### src/rtl/lsu.sv
// Load/store stage: issues one data-memory request per ld/st packet, aligns and extends
// load data, and hands a single writeback packet downstream. One transaction in flight.
module lsu #(
  parameter int XLEN   = 32,
  parameter int ADDR_W = 32
) (
  input  logic              clk,
  input  logic              rst,
  input  logic              in_valid,
  output logic              in_ready,
  input  logic [31:0]       in_pc,
  input  logic [XLEN-1:0]   in_res,
  input  logic [XLEN-1:0]   in_st_data,
  input  logic              in_ld,
  input  logic              in_st,
  input  logic [1:0]        in_size,
  input  logic              in_unsigned,
  input  logic [4:0]        in_rd,
  input  logic              in_wen,
  output logic              mem_req_valid,
  input  logic              mem_req_ready,
  output logic [ADDR_W-1:0] mem_req_addr,
  output logic              mem_req_wen,
  output logic [31:0]       mem_req_wdata,
  output logic [3:0]        mem_req_wmask,
  input  logic              mem_rsp_valid,
  output logic              mem_rsp_ready,
  input  logic [31:0]       mem_rsp_rdata,
  output logic              out_valid,
  input  logic              out_ready,
  output logic [31:0]       out_pc,
  output logic [4:0]        out_rd,
  output logic              out_wen,
  output logic [XLEN-1:0]   out_data,
  output logic              out_exc
);

  localparam logic [1:0] S_IDLE = 2'd0;
  localparam logic [1:0] S_REQ  = 2'd1;
  localparam logic [1:0] S_RESP = 2'd2;
  localparam logic [1:0] S_DONE = 2'd3;

  // Shift the addressed lane down to bit 0, then truncate and extend to the access size.
  function automatic logic [XLEN-1:0] f_load_ext(input logic [31:0] rdata,
                                                 input logic [1:0]  off,
                                                 input logic [1:0]  size,
                                                 input logic        uns);
    logic [31:0] s;
    s = rdata >> {off, 3'b000};
    case (size)
      2'd0:    f_load_ext = uns ? {{(XLEN-8){1'b0}}, s[7:0]}   : {{(XLEN-8){s[7]}}, s[7:0]};
      2'd1:    f_load_ext = uns ? {{(XLEN-16){1'b0}}, s[15:0]} : {{(XLEN-16){s[15]}}, s[15:0]};
      default: f_load_ext = s;
    endcase
  endfunction

  function automatic logic [3:0] f_store_mask(input logic [1:0] off, input logic [1:0] size);
    case (size)
      2'd0:    f_store_mask = 4'b0001 << off;
      2'd1:    f_store_mask = 4'b0011 << off;
      default: f_store_mask = 4'b1111;
    endcase
  endfunction

  logic [1:0]        r_state;
  logic [31:0]       r_pc;
  logic [4:0]        r_rd;
  logic [ADDR_W-1:0] r_addr;
  logic [1:0]        r_size;
  logic              r_unsigned;
  logic              r_ld;
  logic              r_st;
  logic [31:0]       r_wdata;
  logic [3:0]        r_wmask;
  logic              r_wen;
  logic              r_exc;
  logic [XLEN-1:0]   r_data;

  logic w_mem;
  logic w_misalign;
  logic w_exc;

  assign w_mem      = in_ld | in_st;
  assign w_misalign = (in_size == 2'd3) ||
                      ((in_size == 2'd1) && in_res[0]) ||
                      ((in_size == 2'd2) && (in_res[1:0] != 2'b00));
  assign w_exc      = (in_ld & in_st) | (w_mem & w_misalign);

  always_ff @(posedge clk or posedge rst) begin
    if (rst) begin
      r_state    <= S_IDLE;
      r_pc       <= '0;
      r_rd       <= '0;
      r_addr     <= '0;
      r_size     <= '0;
      r_unsigned <= 1'b0;
      r_ld       <= 1'b0;
      r_st       <= 1'b0;
      r_wdata    <= '0;
      r_wmask    <= '0;
      r_wen      <= 1'b0;
      r_exc      <= 1'b0;
      r_data     <= '0;
    end else begin
      case (r_state)
        S_IDLE: begin
          if (in_valid) begin
            r_pc       <= in_pc;
            r_rd       <= in_rd;
            r_addr     <= in_res[ADDR_W-1:0];
            r_size     <= in_size;
            r_unsigned <= in_unsigned;
            r_ld       <= in_ld;
            r_st       <= in_st;
            r_wdata    <= in_st_data << {in_res[1:0], 3'b000};
            r_wmask    <= in_st ? f_store_mask(in_res[1:0], in_size) : 4'b0000;
            if (!w_mem) begin
              r_data  <= in_res;
              r_wen   <= in_wen;
              r_exc   <= 1'b0;
              r_state <= S_DONE;
            end else if (w_exc) begin
              r_data  <= '0;
              r_wen   <= 1'b0;
              r_exc   <= 1'b1;
              r_state <= S_DONE;
            end else begin
              r_data  <= '0;
              r_wen   <= in_wen & ~in_st;
              r_exc   <= 1'b0;
              r_state <= S_REQ;
            end
          end
        end
        S_REQ: begin
          if (mem_req_ready) r_state <= S_RESP;
        end
        S_RESP: begin
          if (mem_rsp_valid) begin
            r_data  <= r_ld ? f_load_ext(mem_rsp_rdata, r_addr[1:0], r_size, r_unsigned) : '0;
            r_state <= S_DONE;
          end
        end
        default: begin
          if (out_ready) r_state <= S_IDLE;
        end
      endcase
    end
  end

  assign in_ready      = (r_state == S_IDLE);
  assign mem_req_valid = (r_state == S_REQ);
  assign mem_req_addr  = {r_addr[ADDR_W-1:2], 2'b00};
  assign mem_req_wen   = r_st;
  assign mem_req_wdata = r_wdata;
  assign mem_req_wmask = r_wmask;
  assign mem_rsp_ready = (r_state == S_RESP);
  assign out_valid     = (r_state == S_DONE);
  assign out_pc        = r_pc;
  assign out_rd        = r_rd;
  assign out_wen       = r_wen;
  assign out_data      = r_data;
  assign out_exc       = r_exc;

endmodule

### config.mk
export PLATFORM = sky130hd
export DESIGN_NAME = lsu
export DESIGN_NICKNAME = d
export VERILOG_FILES = /design/src/rtl/lsu.sv
export SDC_FILE = /design/constraint.sdc
export NUM_CORES = 1
export LEC_CHECK = 0
export ABC_AREA = 1
export BUFFER_PORTS_ARGS = -buffer_cell sky130_fd_sc_hd__buf_4
export CELL_PAD_IN_SITES_DETAIL_PLACEMENT = 0
export CELL_PAD_IN_SITES_GLOBAL_PLACEMENT = 1
export CORE_ASPECT_RATIO = 1.1
export CORE_MARGIN = 2
export CORE_UTILIZATION = 30
export CTS_BUF_LIST = sky130_fd_sc_hd__clkbuf_2 sky130_fd_sc_hd__clkbuf_4 sky130_fd_sc_hd__clkbuf_8
export DETAILED_ROUTE_END_ITERATION = 10
export PLACE_DENSITY_LB_ADDON = 0.3
export SLEW_MARGIN = 40
export SYNTH_ARGS = -nofsm -noshare
export SYNTH_HDL_FRONTEND = slang
export SYNTH_SLANG_ARGS = --single-unit
### constraint.sdc
create_clock -name clk -period 7 [get_ports clk]
set_input_delay 0.7 -clock clk [delete_from_list [all_inputs] [get_ports clk]]
set_output_delay 0.7 -clock clk [all_outputs]
set_load 0.01 [all_outputs]
==> flow_summary.yaml <==
setup_path:
  cp_cell_sequence: "inv_1 > ha_1 > nand2_4 > inv_2 > buf_4 > nand2_1 > inv_1 > nand2_1 > o311ai_2"
  worstPathRequired_ps: 7330
  crit_path_start_kind: "register"
  cp_slowest_cell: "nand2_1"
  cp_num_cells: 9
  slowest_delay_ps: 610
  path_buf_inv: 4
  worstSetupEndpointType: "register"
  r2r_slack_ps: 3990
  arrival_ps: 3340
  r2r_cells: 9
  critical_path_class: "reg -> reg"
  crit_family: "buffers and inverters"
  worstPathMaxFanout: 72
synth:
  synth_fa_ha_area_share_pct: 0.686
  synth_ff_type: "dfrtp_1"
  synth_top_family_by_area: "simple AND/OR/NAND/NOR gates"
  async_reset_ff_share_pct: 100
  ys_seq_area_share_pct: 50.1
  synth_cells: 906
  avgSynthCellArea_sq_um: 8.05
  yosys_warnings: 0
  synth.area.mux_share_pct: 1.78
  syn_area_sq_um: 7300
  synth.distinct_cells: 33
  synth_edf_count: 0
  synth_compound_area_share_pct: 13.7
  synth-simple-area-share_pct: 24.6
  synthXorXnorAreaFrac_pct: 0
  ys_seq_elements: 146
clocking:
  cts_setup_buffers: 0
  cts_root_buf: "clkbuf_8"
  cts_made_buffers: 17
  clockBufferDepth: 2
  clk_latency_ps: 450
  cts_resized: 0
  clock_sinks: 146
  cts_tree: "done"
  cts.clk_slew.worst_paths_ps: 100
  htreeDepth: 4
  holdBufCountCts: 0
routing:
  vias: 6683
  drc: 0
  vias_per_cell: 4.62
  wl_per_cell_um: 16.4
  first_iter_violations: 335
  wl_mm: 23.7
  dr.pass1.iters: 5
  antenna_left: 0
final_layout:
  n_antenna_cell: 0
  register_area_sq_um: 3650
  final_cells: 1446
  final_layout_size_suffix_gt1_share_pct: 30.9
  nNetsFinal: 1277
  num-fill-cells: 2471
  final_cell_mix: "nand2_1 (369), buf_4 (288), dfrtp_1 (145)"
  area_growth_pct: 33.0
  mostFrequentLayoutCell: "nand2_1"
  multi_input_area_sq_um: 2990
timing:
  post-route-min-period_ps: 3010
  timing.fmax_mhz: 333
  tns_ps: 0
  drv_slew: 0
  worstMarginPinSlew_ps: 773
  skew_ps: 17.2
  period_share_pct: 43.0
  layout_setup_ws_ps: 3990
  finalSetupViolations: 0
  rsz0062_at_grt: "false"
  hold_viol: 0
  relSlewSlack_pct: 48.4
outcome:
  status: "completed"
power_and_ir_drop:
  powerDensity_nw_per_um2: 442
  ir_worst_vdd_mv: 0.142
  power.total_w: 0.00429
  power.leakage_nw: 5.11
grt:
  grt_max_degree: 88
  antenna_found_initial: 1
  grt_pass1_wl_mm: 37.3
  grt_overflow_total: 0
  grt_util_all_layers_pct: 18.3
  grt_pass1_vias: 6745
floorplan:
  num_rows: 59
  die_h_um: 168
  dieArea_sq_um: 25600
  initial_utilization_pct: 30.7
  die_x_um: 153
  ioPinCount: 289
  core_sq_um: 23800
flow_run:
  maxCapViolCount: 0
placement:
  place.gp.congestion: 0.743
  dp.cells: 1414
  portBuffers: 286
  place_ws_ps: 3890
  hpwl_mm: 16.6
worst_hold_path:
  hold_class: "in -> async"
## power by group
part | switching, W | internal [W] | leakage (nW) | total (W)
registers | 0.000286 | 0.00125 | 1.82 | 0.00153
clock network | 0.000377 | 0.000268 | 0.187 | 0.000645
logic | 0.00118 | 0.000927 | 3.11 | 0.00211
total | 0.00185 | 0.00244 | 5.11 | 0.00429
## routing by layer
metal / track usage, % / wire (um) / vias up
li1: - / - / 3337
met1: 23.9 / 10400 / 3099
met2: 29.7 / 11200 / 230
met3: 5.80 / 1790 / 15
met4: 4.23 / 216 / 2
met5: 0 / 13 / -
## registers in the layout (all words and copies together) (netlist names)
name and flops:
mem_req_wdata 32, out_exc 1, r_size 2, mem_req_wen 1
mem_req_wmask 4, r_unsigned 1, out_pc 32, out_rd 5
r_ld 1, r_addr 32, r_state 2, out_data 32
out_wen 1
## final cells by class
| class | instances | share of cell area (%) |
|---|---|---|
| Inverter | 29 | 1.30 |
| Tap cell | 305 | 3.93 |
| Multi-Input combinational cell | 644 | 30.8 |
| Clock inverter | 14 | 1.24 |
| Clock buffer | 18 | 2.55 |
| Sequential cell | 146 | 37.7 |
| Timing Repair Buffer | 290 | 22.5 |
## metrics by stage
| step | utilization, % | hold WS, ps | instance area (sq um) |
|---|---|---|---|
| finish | 40.8 | 344 | 9710 |
| CTS | 40.8 | 394 | 9700 |
| global placement | 39.2 | 464 | 9320 |
| floorplan | - | 450 | 7300 |
| global route | 40.8 | 347 | 9710 |
| detailed placement | 39.3 | 466 | 9330 |
## kinds of logic after synthesis
group	after synthesis
compound gates	175
fa+ha+maj	4
buf+inv	117
flops	146
mux	13
other cells	1
simple gates	450
## synth_stat cells, types with 2 or more instances
cell      number  share of area, %
nand4_1        2              0.17
buf_8          2              0.41
ha_1           4              0.69
nand3_4        2              0.48
nand3_2        2              0.27
dfrtp_1      146                50
or2_2          5              0.43
clkbuf_1      16              0.82
mux2i_1       13               1.8
buf_4         37               3.8
a21oi_1       94               6.4
o221ai_1      13               1.6
o21ai_0       50               3.4
a21oi_2        3              0.36
inv_2          4              0.21
buf_2         26               1.8
buf_1          4              0.21
a22o_1         3              0.36
o311ai_2       3              0.67
nand2_2        5              0.43
o211ai_1       7              0.72
inv_1         23               1.2
nand2_1      370                19
inv_6          2              0.24
nor2_1        44               2.3
nand3_1       16               1.1
buf_6          3              0.46
or2_1          2              0.17
## path summary, 6_finish.rpt
check / startpoint / to
worst max register to register: r_state[0] / mem_req_wdata[31]
min in group clk: in_pc[7] / out_pc[7]
max in group asynchronous: rst / r_addr[0]
worst min register to register: out_pc[20] / out_pc[20]
worst min-delay path: rst / out_pc[2]
worst max-delay path: r_state[0] / mem_req_wdata[31]
Power figures use the tool's default switching activity.
